--- src/rtl/piso_serializer.sv ---
// Parallel-in, serial-out transmitter: valid/ready word load, one bit per clock,
// frame strobe while bits are valid, done on the last bit, gap-free streaming.
module piso_serializer #(
  parameter int WIDTH     = 8,
  parameter bit MSB_FIRST = 1'b1
) (
  input  logic             clock,
  input  logic             reset,
  input  logic [WIDTH-1:0] data_in,
  input  logic             load_valid,
  output logic             load_ready,
  output logic             serial_out,
  output logic             frame,
  output logic             done,
  output logic             busy
);

  localparam int            CW   = $clog2(WIDTH);
  localparam logic [CW-1:0] LAST = CW'(WIDTH - 1);

  typedef enum logic {
    IDLE  = 1'b0,
    SHIFT = 1'b1
  } state_e;

  state_e           state_q, state_d;
  logic [WIDTH-1:0] shreg_q, shreg_d;
  logic [CW-1:0]    cnt_q, cnt_d;
  logic             serial_q, serial_d;
  logic             frame_q, frame_d;
  logic             done_q, done_d;
  logic             busy_q, busy_d;
  logic             lastBit;
  logic             accept;

  // A new word may enter in IDLE or on the last-bit cycle, which is what
  // makes back-to-back words seamless.
  assign lastBit    = (state_q == SHIFT) && (cnt_q == LAST);
  assign load_ready = (state_q == IDLE) || lastBit;
  assign accept     = load_valid && load_ready;

  function automatic logic [WIDTH-1:0] shiftOne(input logic [WIDTH-1:0] v);
    if (MSB_FIRST) return {v[WIDTH-2:0], 1'b0};
    else           return {1'b0, v[WIDTH-1:1]};
  endfunction

  function automatic logic firstBit(input logic [WIDTH-1:0] v);
    if (MSB_FIRST) return v[WIDTH-1];
    else           return v[0];
  endfunction

  always_ff @(posedge clock) begin
    if (reset) begin
      state_q  <= IDLE;
      shreg_q  <= '0;
      cnt_q    <= '0;
      serial_q <= 1'b0;
      frame_q  <= 1'b0;
      done_q   <= 1'b0;
      busy_q   <= 1'b0;
    end else begin
      state_q  <= state_d;
      shreg_q  <= shreg_d;
      cnt_q    <= cnt_d;
      serial_q <= serial_d;
      frame_q  <= frame_d;
      done_q   <= done_d;
      busy_q   <= busy_d;
    end
  end

  always_comb begin
    state_d = state_q;
    shreg_d = shreg_q;
    cnt_d   = cnt_q;
    case (state_q)
      IDLE: begin
        if (accept) begin
          state_d = SHIFT;
          shreg_d = data_in;
          cnt_d   = '0;
        end
      end
      SHIFT: begin
        if (accept) begin
          shreg_d = data_in;
          cnt_d   = '0;
        end else if (lastBit) begin
          state_d = IDLE;
          shreg_d = shiftOne(shreg_q);
          cnt_d   = '0;
        end else begin
          shreg_d = shiftOne(shreg_q);
          cnt_d   = cnt_q + 1'b1;
        end
      end
      default: begin
        state_d = IDLE;
      end
    endcase
  end

  // Outputs are decoded from next state and registered, so they line up with
  // the shift register contents without any path from the inputs.
  always_comb begin
    busy_d   = (state_d == SHIFT);
    frame_d  = busy_d;
    serial_d = busy_d && firstBit(shreg_d);
    done_d   = busy_d && (cnt_d == LAST);
  end

  assign serial_out = serial_q;
  assign frame      = frame_q;
  assign done       = done_q;
  assign busy       = busy_q;

endmodule

--- config.mk ---
export PLATFORM = sky130hd
export DESIGN_NAME = piso_serializer
export DESIGN_NICKNAME = d
export VERILOG_FILES = /design/src/rtl/piso_serializer.sv
export SDC_FILE = /design/constraint.sdc
export NUM_CORES = 1
export LEC_CHECK = 0
export CORE_UTILIZATION = 46
export CTS_CLUSTER_SIZE = 25
export DETAILED_ROUTE_END_ITERATION = 16
export PLACE_DENSITY = 0.74
export SLEW_MARGIN = 20
export SYNTH_ARGS = -nofsm -noshare
export SYNTH_HDL_FRONTEND = slang
export SYNTH_SLANG_ARGS = --single-unit
--- constraint.sdc ---
create_clock -name clock -period 1.8 [get_ports clock]
set_clock_uncertainty 0.1 [all_clocks]
set_input_delay 0.54 -clock clock [delete_from_list [all_inputs] [get_ports clock]]
set_output_delay 0.54 -clock clock [all_outputs]
set_load 0.1 [all_outputs]
* After elaboration in Yosys (flattened, before gate mapping)
Index checks and enable logic that the tools add are counted.
** Storage, ports and cells
- Output and inout port bits :: 5
- Word-level logic and storage cells :: 27
- Bits of input ports :: 11
- Register bits after elaboration :: 14
** Cells by class
- Eq/ne operators :: 3
- Reduce and logical (&&, ||, !) cells :: 5
- Add/sub/neg operators :: 1
- Muxes and demuxes :: 11
- Bitwise logic cells :: 1
** Operators by type and width (number)
- $mux 8 :: 2
- $pmux 8 s2 :: 1
- $mux 3 :: 3
- $eq 3x3->1 const B :: 2
- $pmux 3 s2 :: 1
- $logic_and 1x1->1 :: 4
- $add 3x1->3 const B :: 1
- $mux 1 :: 3
- $ne 2x2->1 const B :: 1
- $pmux 1 s2 :: 1
- $logic_or 1x1->1 :: 1
- $not 1->1 :: 1

* Depth between registers and ports, before layout
- Depth in word-level cells :: 8
- Gate-level depth with buffers :: 5
- Gate-level depth less buffers :: 5

* Worst setup path before layout
No wires, ideal clock.
- Path type :: register to output
- Start :: register, netlist name busy
- End :: output load_ready
- Stages on the path, launching flop included :: 2
- Setup slack :: -0.531 ns
- Buffers on the path :: 0
- Arrival time :: 1.691 ns
- Cell sequence :: dfxtp_1 nand2b_2
** RTL lines
- end: declaration :: line 11 : output logic load_ready,

* Worst setup path in the final report
- Start :: register cnt_q[1]
- End :: output load_ready
** On the way
- Longest elaborated chain between the ends :: 3
** RTL lines
- start: declaration :: line 28 : logic [CW-1:0] cnt_q, cnt_d;
- start signal: assignment :: line 64 : cnt_q <= cnt_d;
- $eq 3x3->1 :: line 38 : assign lastBit = (state_q == SHIFT) && (cnt_q == LAST);
- $logic_and 1x1->1 :: line 38
- $logic_or 1x1->1 :: line 39 : assign load_ready = (state_q == IDLE) || lastBit;
No other way between the ends.

==> impl_metrics.csv <==
group,metric,value,unit
status,status,"complete, but fails checks",
status,violations,"setup timing",
clock_network,clock-sinks,14,
floorplan,die-area,1630,µm²
power_and_ir_drop,p_int,0.546,mW
sta,tightest_slew,0.291,ns
global_routing,antenna_found_initial,0,
sta,slew-limit-headroom,80.6,%
power_and_ir_drop,powerDensity,764,nW/µm²
global_routing,grt.total_usage,20.2,%
sta,finalWorstSetupSlack,-0.0897,ns
placement,place_congestion,0.749,
power_and_ir_drop,p_switching,0.224,mW
worst_setup_path,crit_chain,"ha_4 -> ha_4 -> nand2b_4 -> buf_12",
sta,finalHoldViolations,0,
synthesis,synth_area_leaders,"dfxtp_1, o221a_1, nor2_1, nor3_1, a2111oi_4",
synthesis,synth_warnings,0,
clock_network,ctsLongestPathBuffers,2,
placement,dp_slack,-0.105,ns
worst_setup_path,crit_top_cell,"ha_4",
drt,drt_iter0_markers,4,
worst_setup_path,reg2reg_from,"cnt_q[1]",
power_and_ir_drop,clkPwrFrac,29.4,%
synthesis,syn_inst,68,
clock_network,clk_pin_slew_worst_paths,0.09,ns
global_routing,grt_pass1_vias,498,
sta,min_period,1.89,ns
layout,drive_gt1_share,34.4,%
sta,timing.hold.ws,0.413,ns
worst_setup_path,r2r_cells,6,
synthesis,ys_types,28,
power_and_ir_drop,pwr-share-seq,45.5,%
synthesis,ys_ff_latch,14,
clock_network,cts_htree_levels,1,
power_and_ir_drop,swShare,29.0,%
layout,nets,107,
hold_path,whs_path_depth,2,
clock_network,cts_inserted_buffers,3,
hold_path,hold_path_class,"register to register",
synthesis,yosys.area.top_type,"dfxtp_1",
worst_setup_path,cp-start-kind,"register",
worst_setup_path,cp.buffers_inverters,1,
run,cap_violations,0,
sta,rsz0062_at_grt,"true",
worst_setup_path,r2r_slack,0.20,ns
drt,dr.pass1.iters,3,
synthesis,syn_nets,81,
placement,placed_area,930,µm²
hold_path,hold_end,"cnt_q[2]",
worst_setup_path,path_class,"register to output port",
drt,via_count,581,
worst_setup_path,crit_fanout,2,
synthesis,netlist_area,679,µm²
global_routing,grt_overflow,0,
synthesis,seq_area_frac_synth,41.3,%
drt,antenna_left,0,
layout,diodes,0,
layout,final_cell_area,1010,µm²
sta,post-route-period-util,105,%
floorplan,rows,13,
clock_network,insertion_delay,0.27,ns
placement,place.detailed.hpwl,1.01,mm
worst_setup_path,path_delay_family,"flip-flops",
power_and_ir_drop,ir_worst_vdd,0.000535,V
power_and_ir_drop,p_leak,0.394,nW
sta,finalSetupViolCount,1,
worst_setup_path,timing.rr.end,"shreg_q[7]",
floorplan,die_x,40.4,µm
floorplan,core-area,1330,µm²
floorplan,io_pins,16,
worst_setup_path,crit_path_end_kind,"output port",
sta,final_max_slew_viol_count,0,
drt,routed_wirelength,1.40,mm
worst_setup_path,critPathArrivalTime,1.25,ns
clock_network,cts_tree,"built",
worst_setup_path,required,1.16,ns
drt,post_drt_wl_per_cell,13.0,µm
sta,max_freq,529,MHz
floorplan,start_util,50.9,%
layout,final_util,75.6,%
synthesis,synth.avg_cell_area,9.99,µm²
power_and_ir_drop,p_total,0.770,mW
clock_network,cts_root_buf,"clkbuf_4",
power_and_ir_drop,p_comb_share,25.1,%
drt,vias_per_cell,5.38,
global_routing,grt_max_degree,15,
synthesis,synth_top_area_share,41.3,%
drt,drc,0,
layout,synthToLayoutAreaGrowth,48.4,%
clock_network,cts_hold_buffers,0,
worst_setup_path,critPathSlowestCell,"dfxtp_2",
worst_setup_path,critPathMaxStageDelay,0.35,ns
hold_path,hold_path_startpoint,"cnt_q[2]",
placement,portBuffers,15,
floorplan,die_height,40.4,µm
global_routing,grt_pass1_wl,2.21,mm
flip-flops by register name (all words and copies together), names as in the netlist:
name / flops
busy: 1
serial_out: 1
cnt_q: 3
done: 1
shreg_q: 8
Yosys cell counts:
library cell,number
nand2_1,3
buf_2,1
nor2_2,1
o21a_1,1
a2111oi_4,1
dfxtp_1,14
nand2b_2,1
nand2_4,1
a32oi_1,1
ha_1,2
buf_6,2
mux2i_1,1
o221a_1,6
a21oi_1,2
buf_4,2
nand2_2,1
inv_1,1
a21bo_4,1
nor4_2,1
a22oi_1,1
nor3_1,6
nor2b_1,1
a211oi_1,1
nor4_1,1
nand3_1,1
nor2_1,12
and3b_1,1
nand3b_1,1
power groups by stage:
stage / clock [mW] / combinational, mW / sequential (mW)
floorplan: 0 / 0.101 / 0.372
global placement: 0 / 0.186 / 0.356
detailed placement: 0 / 0.190 / 0.357
CTS: 0.231 / 0.195 / 0.351
global route: 0.246 / 0.207 / 0.352
finish: 0.227 / 0.194 / 0.350
per-layer routing:
layer  vias up  share of wire (%)  track usage [%]
li1        299                  -                -
met1       267                 48             27.3
met2        13                 48             31.7
met3         2                4.2             5.00
met4         0               0.50             5.00
met5         -                  0                0
worst max path at each step:
| stage | from | to | slack (ns) | cells past startpoint |
|---|---|---|---|---|
| 6_report | cnt_q[1] | load_ready | -0.09 | 4 |
| 5_1_grt | cnt_q[1] | load_ready | -0.12 | 4 |
| 4_1_cts | cnt_q[0] | load_ready | -0.09 | 4 |
| 3_5_place_dp | load_valid | serial_out | -0.11 | 4 |
| 3_3_place_gp | load_valid | shreg_q[1] | -0.08 | 5 |
| 2_1_floorplan | busy | frame | 0.05 | 1 |
stage by stage:
stage               setup TNS [ns]  instances
finish                     -0.0897        108
global route                -0.119        108
CTS                        -0.0905        107
detailed placement          -0.599        102
global placement            -0.418        102
floorplan                        0         68
tightest hold or removal path, stage by stage, from the launching register on:
cell     delay, ns
dfxtp_1       0.35
nand2_1       0.06
a21oi_1       0.06
what timing repair did:
action                     CTS  global route
setup endpoints to repair    1             1
hold endpoints to repair     0             0
resized for setup            6             0
gates cloned                 0             0
setup buffers                1             1
pin swaps                    0             1
cells by family after synthesis:
logic type | after synthesis | share of synthesized area [%]
simple gates | 31 | 24.3
flops | 14 | 41.3
mux | 1 | 1.47
fa+ha+maj | 2 | 3.68
compound gates | 14 | 22.5
buf+inv | 6 | 6.81
cell usage in the layout (no fill, tap or decap):
cell type and n:
a21bo_4 1, nand3_1 1, nand3b_1 1, inv_1 1, nor2_2 1, buf_12 5
nor2b_1 1, o21a_1 1, mux2i_1 1, clkdlybuf4s50_1 10, nand2_1 3, dfxtp_1 11
dfxtp_2 3, a2111oi_4 1, nand2b_4 1, nand2_2 1, clkbuf_8 1, nor2_1 12
clkbuf_4 3, a211oi_1 1, buf_4 11, nand2_4 1, nor4_1 1, nor3_1 6
and3b_1 1, a21oi_1 2, nor4_2 1, ha_4 2, a22oi_1 1, a32oi_1 1
o221a_1 6
area by class of cell:
| class | instances | area, µm² |
|---|---|---|
| fillers | 104 | 325 |
| flip-flops and latches | 14 | 284 |
| multi-input cells | 48 | 383 |
| inverters | 1 | 3.75 |
| repair buffers | 26 | 283 |
| clock buffers | 4 | 36.3 |
| well taps | 15 | 18.8 |
Note: power is estimated with default switching activity, not from simulation.
